File: src/rtl/bp_cce_hybrid_pending_release.sv
// Memory-response pass-through for the hybrid CCE. Forwards header and data
// beats unchanged and, for every header that completes a coherent transaction,
// queues the address and issues a pending-bit decrement on the pending write
// port.
//
// Handshakes: a transfer happens on any cycle where valid and ready/ready_and
// are both high at the rising clock edge. On the pending port the producer
// raises pending_w_v_o and holds it, together with the address, until the
// consumer pulses pending_w_yumi_i (valid-then-yumi). Yumi is legal only while
// pending_w_v_o is high.
module bp_cce_hybrid_pending_release #(
   parameter int paddr_width_p  = 40,
   parameter int header_width_p = 128,
   parameter int data_width_p   = 64,
   parameter int release_els_p  = 4
) (
   input  logic                                   clk_i,
   input  logic                                   reset_n_i,

   input  logic [header_width_p-1:0]              mem_rsp_header_i,
   input  logic                                   mem_rsp_header_v_i,
   output logic                                   mem_rsp_header_ready_and_o,
   input  logic                                   mem_rsp_has_data_i,
   input  logic                                   mem_rsp_release_i,
   input  logic [paddr_width_p-1:0]               mem_rsp_addr_i,
   input  logic                                   mem_rsp_bypass_hash_i,
   input  logic [data_width_p-1:0]                mem_rsp_data_i,
   input  logic                                   mem_rsp_data_v_i,
   output logic                                   mem_rsp_data_ready_and_o,
   input  logic                                   mem_rsp_last_i,

   output logic [header_width_p-1:0]              mem_rsp_header_o,
   output logic                                   mem_rsp_header_v_o,
   input  logic                                   mem_rsp_header_ready_and_i,
   output logic                                   mem_rsp_has_data_o,
   output logic [data_width_p-1:0]                mem_rsp_data_o,
   output logic                                   mem_rsp_data_v_o,
   input  logic                                   mem_rsp_data_ready_and_i,
   output logic                                   mem_rsp_last_o,

   output logic                                   pending_w_v_o,
   input  logic                                   pending_w_yumi_i,
   output logic [paddr_width_p-1:0]               pending_w_addr_o,
   output logic                                   pending_w_addr_bypass_hash_o,
   output logic                                   pending_up_o,
   output logic                                   pending_down_o,
   output logic                                   pending_clear_o,

   output logic                                   empty_o,
   output logic [$clog2(release_els_p+1)-1:0]     count_o,

   // Stream FSM state for observation: 0 = e_ready, 1 = e_data
   output logic                                   dbg_state_o
);

   localparam int ptr_w_lp = $clog2(release_els_p);
   localparam int cnt_w_lp = $clog2(release_els_p+1);

   typedef enum logic {e_ready = 1'b0, e_data = 1'b1} state_e;

   state_e                    r_state;
   logic [paddr_width_p-1:0]  r_addr_mem [release_els_p];
   logic                      r_bh_mem   [release_els_p];
   logic [ptr_w_lp-1:0]       r_rptr;
   logic [ptr_w_lp-1:0]       r_wptr;
   logic [cnt_w_lp-1:0]       r_count;

   logic w_empty, w_full, w_ok;
   logic w_in_ready, w_in_data;
   logic w_hdr_acc, w_last_acc, w_enq, w_deq;

   // Occupancy flags; full never looks at yumi so header ready has no path
   // from the pending-port consumer.
   assign w_empty = (r_count == '0);
   assign w_full  = (r_count == cnt_w_lp'(release_els_p));
   assign w_ok    = ~mem_rsp_release_i | ~w_full;

   // Gating with reset_n_i forces every valid/ready low as soon as reset hits.
   assign w_in_ready = reset_n_i & (r_state == e_ready);
   assign w_in_data  = reset_n_i & (r_state == e_data);

   assign mem_rsp_header_o           = mem_rsp_header_i;
   assign mem_rsp_has_data_o         = mem_rsp_has_data_i;
   assign mem_rsp_header_v_o         = w_in_ready & mem_rsp_header_v_i & w_ok;
   assign mem_rsp_header_ready_and_o = w_in_ready & mem_rsp_header_ready_and_i & w_ok;

   assign mem_rsp_data_o             = w_in_data ? mem_rsp_data_i : '0;
   assign mem_rsp_data_v_o           = w_in_data & mem_rsp_data_v_i;
   assign mem_rsp_data_ready_and_o   = w_in_data & mem_rsp_data_ready_and_i;
   assign mem_rsp_last_o             = w_in_data & mem_rsp_last_i;

   assign w_hdr_acc  = mem_rsp_header_v_i & mem_rsp_header_ready_and_o;
   assign w_last_acc = mem_rsp_data_v_i & mem_rsp_data_ready_and_o & mem_rsp_last_i;
   assign w_enq      = w_hdr_acc & mem_rsp_release_i;
   assign w_deq      = pending_w_yumi_i & ~w_empty;

   assign pending_w_v_o                = ~w_empty;
   assign pending_w_addr_o             = r_addr_mem[r_rptr];
   assign pending_w_addr_bypass_hash_o = r_bh_mem[r_rptr];
   assign pending_down_o               = ~w_empty;
   assign pending_up_o                 = 1'b0;
   assign pending_clear_o              = 1'b0;

   assign empty_o     = w_empty;
   assign count_o     = r_count;
   assign dbg_state_o = r_state;

   // Stream FSM: a header with data moves to e_data until the last beat.
   always_ff @(posedge clk_i or negedge reset_n_i) begin
      if (!reset_n_i) begin
         r_state <= e_ready;
      end else begin
         case (r_state)
            e_ready: if (w_hdr_acc && mem_rsp_has_data_i) r_state <= e_data;
            e_data:  if (w_last_acc)                      r_state <= e_ready;
            default:                                      r_state <= e_ready;
         endcase
      end
   end

   // Release FIFO pointers and occupancy; pointers wrap naturally (power of 2).
   always_ff @(posedge clk_i or negedge reset_n_i) begin
      if (!reset_n_i) begin
         r_rptr  <= '0;
         r_wptr  <= '0;
         r_count <= '0;
      end else begin
         if (w_enq) r_wptr <= r_wptr + 1'b1;
         if (w_deq) r_rptr <= r_rptr + 1'b1;
         case ({w_enq, w_deq})
            2'b10:   r_count <= r_count + 1'b1;
            2'b01:   r_count <= r_count - 1'b1;
            default: r_count <= r_count;
         endcase
      end
   end

   // Release FIFO storage; contents are don't-care while the slot is empty.
   always_ff @(posedge clk_i) begin
      if (w_enq) begin
         r_addr_mem[r_wptr] <= mem_rsp_addr_i;
         r_bh_mem[r_wptr]   <= mem_rsp_bypass_hash_i;
      end
   end

   // Protocol checks on the surrounding blocks.
   a_yumi_without_v: assert property (@(posedge clk_i) disable iff (!reset_n_i)
      pending_w_yumi_i |-> pending_w_v_o);
   a_data_in_ready: assert property (@(posedge clk_i) disable iff (!reset_n_i)
      !(r_state == e_ready && mem_rsp_data_v_i));

endmodule

File: config.mk
export PLATFORM = sky130hd
export DESIGN_NAME = bp_cce_hybrid_pending_release
export DESIGN_NICKNAME = d
export VERILOG_FILES = /design/src/rtl/bp_cce_hybrid_pending_release.sv
export SDC_FILE = /design/constraint.sdc
export NUM_CORES = 1
export LEC_CHECK = 0
export BUFFER_PORTS_ARGS = -buffer_cell sky130_fd_sc_hd__buf_2
export CAP_MARGIN = 20
export CORE_AREA = 8 8 186 188
export DETAILED_ROUTE_END_ITERATION = 16
export DIE_AREA = 0 0 194 196
export GPL_ROUTABILITY_DRIVEN = 1
export GPL_TIMING_DRIVEN = 0
export SYNTH_ARGS = -nofsm -noshare
export SYNTH_HDL_FRONTEND = slang
export SYNTH_SLANG_ARGS = --single-unit
export TNS_END_PERCENT = 10
File: constraint.sdc
create_clock -name clk_i -period 3.27 [get_ports clk_i]
set_clock_uncertainty 0.15 [all_clocks]
set_input_delay 0 -clock clk_i [delete_from_list [all_inputs] [get_ports clk_i]]
set_output_delay 0 -clock clk_i [all_outputs]
set_load 0.1 [all_outputs]
==> qor.csv, run 1 <==
stage,metric,value,unit
floorplanning,fp.coreArea,31900,um2
clocking,cts-htree-levels,4,
floorplanning,std_cell_rows,66,
placed_design,port_buffers,360,
timing,final.min_clock_period,2.73,ns
worst_setup_path,path_class,reg -> out,
synth,synthesis.area,7880,um2
worst_setup_path,crit_path_end_kind,primary output,
clocking,clkSlewWorstSetupHoldPaths,0.07,ns
job,max_capacitance_violation_total,0,
pwr,leak,5.10,nW
timing,worstMarginPinSlew,0.733,ns
drt,drt-initial-drc-count,208,
timing,rsz_0062_raised_after_global_routing,no,
pwr,combinationalPowerShare,57.2,%
timing,final-setup-viol-count,0,
pwr,p_int,0.00481,W
floorplanning,die_y,196,um
synth,async_reset_ff_share,4.65,%
pwr,total_switching_power,0.00587,W
pwr,switching_share,54.9,%
clocking,cts_tree,yes,
synth,ys_dominant_reg_cell,sky130_fd_sc_hd__edfxtp_1,
cells_and_area,post-route-cell-area,11300,um2
timing,fin_crit_sh,83.3,%
synth,synth.lib_cells_used.distinct,25,
drt,vias_per_inst,4.12,
clocking,tritoncts_num_sinks,172,
timing,maxSlewHeadroom,51.1,%
cells_and_area,post_route_cells_drive_above_1_share,63.9,%
pwr,vdd_drop_max,0.502,mV
clocking,post_cts_setup_inserts,0,
global_routing,globalRoute.totalOverflow,0,
synth,number_of_enable_type_register_cells_in_the_synthesized_netlist,164,
timing,hold_viol_final,0,
floorplanning,width_of_the_die,194,um
global_routing,global_route_wire_length_before_repair,36700,um
cells_and_area,antenna-diode-count,0,
drt,drtAntennaViolNets,0,
pwr,power.clock.fraction,18.6,%
clocking,max-clock-path-buffers,2,
clocking,cts.root.buffer_cell,sky130_fd_sc_hd__clkbuf_16,
placed_design,preCtsSetupSlack,0.726,ns
synth,sequential_share_of_the_synthesized_area,65.0,%
drt,drc,0,
global_routing,globalRouteMet1Util,11.5,%
global_routing,grt_use_total,12.8,%
hold_path,hold_path.class,in -> reg,
drt,wl_per_cell,19.0,um
timing,final_critical_path_setup_slack,0.545,ns
timing,timing.fmax,367,MHz
placed_design,post_place_instance_area,10300,um2
global_routing,grt_antenna_before_repair,0,
drt,vias,5465,
synth,netlist_instances,475,
worst_setup_path,critical_path_peak_fanout,10,
clocking,tritoncts.num_buffers,17,
worst_setup_path,cpPeakStageDelay,0.60,ns
worst_setup_path,setup.worst_path.start_class,flip-flop,
placed_design,gp_congestion,0.936,
cells_and_area,synthesis_to_layout_area_growth,43.8,%
synth,yosys_warnings,0,
clocking,clk_latency,0.43,ns
worst_setup_path,crit_path_cell_trace,clkbuf_1 > clkbuf_1 > and3_1 > buf_2,
worst_setup_path,crit_arrival,2.58,ns
floorplanning,die_area,38000,um2
synth,yosys_register_bits,172,
floorplanning,ios,491,
floorplanning,initial_utilization,24.7,%
drt,drtPass1Iterations,4,
cells_and_area,nets,1155,
worst_setup_path,required,3.12,ns
pwr,power.density_cell_area,942,nW/um2
pwr,power_frac_seq,24.2,%
worst_setup_path,timing.critical_path.slowest_stage_cell,sky130_fd_sc_hd__dfrtp_1,
status,run_status,"complete, no violations",
timing,timing.final.max_slew_violations,0,
global_routing,grt_start_max_net_pins,26,
cells_and_area,final.fill_count,3110,
global_routing,grt_util_met2,24.6,%
placed_design,detailed_placement_hpwl,19600,um
synth,synth.avg_cell_area,16.6,um2
global_routing,top_usage_layer,met2,
global_routing,grt_pass1_vias,6295,
global_routing,global_route.usage.met3,4.87,%
drt,drt-total-wl,25200,um
worst_setup_path,crit_path_frequent_cell,sky130_fd_sc_hd__clkbuf_1,
## logic make-up after synthesis
group / Yosys count / synth area share, %
compound gates: 3 / 0.270
mux: 43 / 12.0
xor+xnor: 6 / 0.667
fa+ha+maj: 6 / 1.05
other cells: 1 / 0.0476
buf+inv: 164 / 14.5
flops: 172 / 65.0
simple gates: 80 / 6.43
## layout by cell type, fill, tap and decap left out, drive strengths merged, types with 3 or more instances in the layout
cell,synthesis,layout
mux4,41,41
ha,5,5
clkbuf,12,31
xor2,3,3
dfrtp,8,8
edfxtp,164,164
dlygate4sd3,0,47
buf,145,509
and2,6,6
clkinv,0,5
and3,68,68
inv,7,13
xnor2,3,3
## path summary, 6_finish.rpt
kind	start	endpoint	slack (ns)	cells past startpoint
max	dbg_state_o	mem_rsp_data_o[58]	0.54	4
min	mem_rsp_header_ready_and_i	r_wptr[0]	0.11	5
max reg2reg	dbg_state_o	r_addr_mem[1][19]	0.74	5
min reg2reg	count_o[2]	count_o[2]	0.40	1
max in group asynchronous	reset_n_i	r_rptr[1]	2.15	3
min in group asynchronous	reset_n_i	dbg_state_o	0.52	3
## worst max-delay path: cells and delay by family, from the launching register on
kind | cells | cell delay (ns)
buf+inv | 3 | 1.26
flops | 1 | 0.60
simple gates | 1 | 0.27
## synthesized netlist by cell type, types with 2 or more instances
cell / instances / area (um2)
sky130_fd_sc_hd__edfxtp_1: 164 / 4920
sky130_fd_sc_hd__buf_4: 136 / 1020
sky130_fd_sc_hd__and3_1: 68 / 425
sky130_fd_sc_hd__mux4_2: 41 / 923
sky130_fd_sc_hd__clkbuf_1: 12 / 45.0
sky130_fd_sc_hd__buf_2: 8 / 40.0
sky130_fd_sc_hd__dfrtp_1: 8 / 200
sky130_fd_sc_hd__inv_1: 7 / 26.3
sky130_fd_sc_hd__and2_1: 6 / 37.5
sky130_fd_sc_hd__ha_1: 5 / 62.6
sky130_fd_sc_hd__xnor2_1: 3 / 26.3
sky130_fd_sc_hd__xor2_1: 3 / 26.3
sky130_fd_sc_hd__a31oi_1: 2 / 12.5
## cell type report
class / instances / area [um2] / area share, %
Tap cell: 408 / 510 / 4.50
Clock buffer: 19 / 453 / 4.00
Multi-Input combinational cell: 140 / 1620 / 14.3
Clock inverter: 13 / 129 / 1.14
Buffer: 157 / 1120 / 9.86
Inverter: 7 / 26.3 / 0.232
Sequential cell: 172 / 5120 / 45.2
Timing Repair Buffer: 411 / 2350 / 20.7
## power by group through the flow
| stage | clock (W) | sequential, W | combinational [W] |
|---|---|---|---|
| after global routing | 0.00212 | 0.00259 | 0.00634 |
| final | 0.00199 | 0.00258 | 0.00612 |
| after floorplan | 0 | 0.00279 | 0.00500 |
| after detailed placement | 0 | 0.00263 | 0.00615 |
| after global placement | 0 | 0.00263 | 0.00614 |
| after CTS | 0.00204 | 0.00258 | 0.00620 |
## registers in the layout, indices dropped and copies added (netlist names)
| name | flops |
|---|---|
| r_addr_mem | 160 |
| r_bh_mem | 4 |
| count_o | 3 |
| r_rptr | 2 |
| r_wptr | 2 |
| dbg_state_o | 1 |
## through the flow
| stage | instances | power [W] | hold slack, ns | TNS (ns) | util (%) |
|---|---|---|---|---|---|
| 6_report | 1327 | 0.0107 | 0.107 | 0 | 35.6 |
| 3_5_place_dp | 1248 | 0.00878 | -0.232 | 0 | 32.3 |
| 3_3_place_gp | 1244 | 0.00877 | -0.237 | -73.88 | 32.0 |
| 5_1_grt | 1327 | 0.0111 | 0.125 | 0 | 35.6 |
| 2_1_floorplan | 476 | 0.00779 | -0.446 | 0 | - |
| 4_1_cts | 1327 | 0.0108 | 0.0827 | 0 | 35.6 |
## layer usage
metal | up-vias | part of all wire [%]
met5 | - | 0
met4 | 0 | 3.3
met3 | 30 | 8.2
met2 | 276 | 55
met1 | 2643 | 33
li1 | 2516 | -
## timing repair
action	CTS	global route
gates resized for setup	0	0
endpoints found under the setup margin	0	0
hold endpoints to repair	177	0
hold buffers	47	0
Note: power is estimated with default switching activity, not from simulation.
==> run 2, diff against run 1 <==
ABC_AREA = 1   (was unset)
CORE_AREA = 8 8 184 186   (was 8 8 186 188)
DIE_AREA = 0 0 192 194   (was 0 0 194 196)
clock period = 2.77 ns   (was 3.27 ns; I/O delays follow)
==> qor.csv, run 2 <==
stage,metric,value,unit,change
global_routing,grt_antenna_before_repair,7,,was 0
pwr,power.density_cell_area,1170,nW/um2,was 942 nW/um2
floorplanning,initial_utilization,26.4,%,was 24.7%
clocking,cts.root.buffer_cell,sky130_fd_sc_hd__clkbuf_16,,unchanged
synth,number_of_enable_type_register_cells_in_the_synthesized_netlist,164,,unchanged
cells_and_area,commonest_non_fill_non_tap_cell_in_the_layout,sky130_fd_sc_hd__buf_2,,unchanged
drt,wl_per_cell,18.9,um,was 19.0 um
cells_and_area,synthesis_to_layout_area_growth,43.3,%,was 43.8%
job,max_capacitance_violation_total,0,,unchanged
placed_design,detailed_placement_hpwl,23700,um,was 19600 um
synth,synthesis.area,8200,um2,was 7880 um2
placed_design,port_buffers,360,,unchanged
status,run_status,"complete, no violations",,unchanged
worst_setup_path,required,2.74,ns,was 3.12 ns
global_routing,globalRoute.totalOverflow,0,,unchanged
floorplanning,width_of_the_die,192,um,was 194 um
synth,synth_top_cells_by_count,"sky130_fd_sc_hd__edfxtp_1, sky130_fd_sc_hd__nor2_1, sky130_fd_sc_hd__buf_4, sky130_fd_sc_hd__inv_1, sky130_fd_sc_hd__o21ai_0",,"was sky130_fd_sc_hd__edfxtp_1, sky130_fd_sc_hd__buf_4, sky130_fd_sc_hd__and3_1, sky130_fd_sc_hd__mux4_2, sky130_fd_sc_hd__clkbuf_1"
synth,yosys_register_bits,172,,unchanged
synth,sequential_share_of_the_synthesized_area,62.5,%,was 65.0%
worst_setup_path,crit_arrival,2.44,ns,was 2.58 ns
synth,ys_dominant_reg_cell,sky130_fd_sc_hd__edfxtp_1,,unchanged
timing,worstMarginPinSlew,0.952,ns,was 0.733 ns
worst_setup_path,crit_path_end_kind,flip-flop,,was primary output
floorplanning,die_y,194,um,was 196 um
cells_and_area,most-common-layout-cells,"sky130_fd_sc_hd__buf_2, sky130_fd_sc_hd__edfxtp_1, sky130_fd_sc_hd__nor2_1",,"was sky130_fd_sc_hd__buf_2, sky130_fd_sc_hd__edfxtp_1, sky130_fd_sc_hd__buf_4"
timing,maxSlewHeadroom,36.4,%,was 51.1%
clocking,clkSlewWorstSetupHoldPaths,0.06,ns,was 0.07 ns
clocking,max-clock-path-buffers,2,,unchanged
placed_design,preCtsSetupSlack,0.143,ns,was 0.726 ns
synth,yosys_warnings,0,,unchanged
timing,timing.fmax,405,MHz,
global_routing,global_route_wire_length_before_repair,42300,um,was 36700 um
drt,drtAntennaViolNets,0,,unchanged
floorplanning,fp.coreArea,31100,um2,was 31900 um2
cells_and_area,number_of_flip_flops_under_the_largest_register_name,160,,unchanged
timing,final_critical_path_setup_slack,0.302,ns,was 0.545 ns
synth,synth.lib_cells_used.distinct,26,,was 25
pwr,leak,5.38,nW,was 5.10 nW
timing,fin_crit_sh,89.1,%,
pwr,p_total,0.0137,W,was 0.0107 W
worst_setup_path,setup.worst_path.start_class,flip-flop,,unchanged
pwr,vdd_drop_max,0.897,mV,was 0.502 mV
clocking,clk_latency,0.42,ns,was 0.43 ns
cells_and_area,final_cells,1596,,was 1327
drt,vias,6652,,was 5465
global_routing,grt_use_total,15.1,%,was 12.8%
synth,netlist_instances,741,,was 475
drt,drt-initial-drc-count,396,,was 208
timing,hold_ws,0.0823,ns,was 0.107 ns
placed_design,dpl.cell_count,1509,,was 1248
floorplanning,die_area,37200,um2,was 38000 um2
worst_setup_path,endpoint,r_addr_mem[1][25],,was mem_rsp_data_o[58]
cells_and_area,nets,1426,,was 1155
global_routing,grt_start_max_net_pins,25,,was 26
floorplanning,std_cell_rows,65,,was 66
synth,synth.avg_cell_area,11.1,um2,was 16.6 um2
timing,final.min_clock_period,2.47,ns,
timing,timing.final.max_slew_violations,0,,unchanged
synth,post_synth_main_area_contributors,"sky130_fd_sc_hd__edfxtp_1, sky130_fd_sc_hd__buf_4, sky130_fd_sc_hd__nor2_1",,"was sky130_fd_sc_hd__edfxtp_1, sky130_fd_sc_hd__buf_4, sky130_fd_sc_hd__mux4_2"
cells_and_area,registers.top_by_ff_count,r_addr_mem,,unchanged
cells_and_area,finish.utilization,37.8,%,was 35.6%
worst_setup_path,worst_setup_path_startpoint,dbg_state_o,,unchanged
worst_setup_path,regToRegStartpoint,dbg_state_o,,unchanged
worst_setup_path,timing.reg2reg.setup_slack,0.30,ns,was 0.74 ns
clocking,post_cts_setup_inserts,0,,unchanged
floorplanning,ios,491,,unchanged
drt,drc,0,,unchanged
clocking,cts_tree,yes,,unchanged
timing,rsz_0062_raised_after_global_routing,no,,unchanged
synth,async_reset_ff_share,4.65,%,unchanged
clocking,tritoncts.num_buffers,17,,unchanged
drt,drt-total-wl,30100,um,was 25200 um
synth,synth_top_area_share,60.1,%,was 62.5%
hold_path,hold_path.class,in -> reg,,unchanged
drt,vias_per_inst,4.17,,was 4.12
worst_setup_path,ff2ff_path_depth,6,,was 5
synth,yosysTopAreaCell,sky130_fd_sc_hd__edfxtp_1,,unchanged
timing,hold_viol_final,0,,unchanged
drt,drtPass1Iterations,5,,was 4
synth,yosys.cell_count.top_type,sky130_fd_sc_hd__edfxtp_1,,unchanged
placed_design,gp_congestion,0.881,,was 0.936
timing,final-setup-viol-count,0,,unchanged
global_routing,grt_pass1_vias,6648,,was 6295
worst_setup_path,critical_path.reg2reg.endpoint,r_addr_mem[1][25],,was r_addr_mem[1][19]
clocking,tritoncts_num_sinks,172,,unchanged
worst_setup_path,path_class,reg -> reg,,was reg -> out
clocking,cts-htree-levels,4,,unchanged
worst_setup_path,critical_path_peak_fanout,24,,was 10
cells_and_area,post_route_cells_drive_above_1_share,47.6,%,was 63.9%
[run 2: changes by cell type in the layout (fill, tap and decap cells not counted), moves of 5 or more]
cell,before,now
sky130_fd_sc_hd__buf_2,368,373
sky130_fd_sc_hd__clkbuf_1,12,6
sky130_fd_sc_hd__inv_1,7,82
sky130_fd_sc_hd__nand2_1,1,16
sky130_fd_sc_hd__o22ai_1,0,41
sky130_fd_sc_hd__nor2_4,0,6
sky130_fd_sc_hd__nor2_1,1,151
sky130_fd_sc_hd__o21ai_1,0,34
sky130_fd_sc_hd__buf_6,1,11
sky130_fd_sc_hd__and3_1,68,0
sky130_fd_sc_hd__mux4_2,41,0
sky130_fd_sc_hd__o21ai_0,0,49
[run 2: worst min-delay path by stage]
stage / start / to / slack, ns / depth (start not counted)
2_1_floorplan: reset_n_i / count_o[0] / -0.45 / 0
3_3_place_gp: reset_n_i / r_rptr[1] / -0.27 / 1
3_5_place_dp: reset_n_i / r_rptr[0] / -0.27 / 1
4_1_cts: mem_rsp_header_ready_and_i / r_wptr[0] / 0.15 / 6
5_1_grt: mem_rsp_header_ready_and_i / r_wptr[1] / 0.09 / 6
6_report: mem_rsp_header_ready_and_i / r_wptr[1] / 0.08 / 6
[run 2: metal layers]
| metal | routed length [um] | global-route usage [%] | part of all wire (%) | vias up |
|---|---|---|---|---|
| li1 | - | - | - | 3220 |
| met1 | 12500 | 18.4 | 41 | 3110 |
| met2 | 14700 | 25.7 | 49 | 299 |
| met3 | 2660 | 4.57 | 8.8 | 21 |
| met4 | 269 | 3.14 | 0.89 | 2 |
| met5 | 13 | 0 | 0.043 | - |
[run 2: where the power goes]
| part | internal [W] | switching, W | leakage, nW |
|---|---|---|---|
| clock | 0.00132 | 0.000943 | 0.265 |
| sequential | 0.00295 | 0.0000890 | 1.57 |
| combinational | 0.00143 | 0.00701 | 3.54 |
| total | 0.00570 | 0.00804 | 5.38 |
[run 2: cell families after synthesis]
family | after synthesis | share of synthesized area, %
DFF | 172 | 62.5
xor gates and xnor gates | 2 | 0.214
AOI/OAI and AO/OA | 128 | 8.44
buffers and inverters | 249 | 18.9
adders and majority gates | 6 | 1.01
and+or+nand+nor | 183 | 8.93
other | 1 | 0.0457
[run 2: layout make-up]
class / instances / area (um2)
antenna: 4 / 10.0
buffer: 165 / 1230
clock buffer: 20 / 437
clock inverter: 12 / 123
fill: 2975 / 19300
inverter: 84 / 315
multi-input combinational: 321 / 1570
sequential: 172 / 5120
tap: 402 / 503
timing repair buffer: 416 / 2430
[run 2: per-stage QoR]
stage / cell area [um2] / TNS, ns
after floorplan: 8210 / -64.27
after global placement: 10500 / -133.30
after detailed placement: 10700 / 0
after CTS: 11700 / 0
after global routing: 11700 / 0
final: 11700 / 0
[run 2: worst max-delay path, cell delays in order, from the launching register on]
cell and delay, ns:
sky130_fd_sc_hd__dfrtp_1 0.40, sky130_fd_sc_hd__inv_1 0.09, sky130_fd_sc_hd__nand3_1 0.09, sky130_fd_sc_hd__inv_1 0.17
sky130_fd_sc_hd__nand4_4 0.22, sky130_fd_sc_hd__nor2_4 0.79, sky130_fd_sc_hd__buf_16 0.25
[run 2: repair_timing]
action	in CTS	in global routing
hold endpoints to repair	177	0
hold buffers	51	0
resized for setup	0	1
endpoints found under the setup margin	0	15
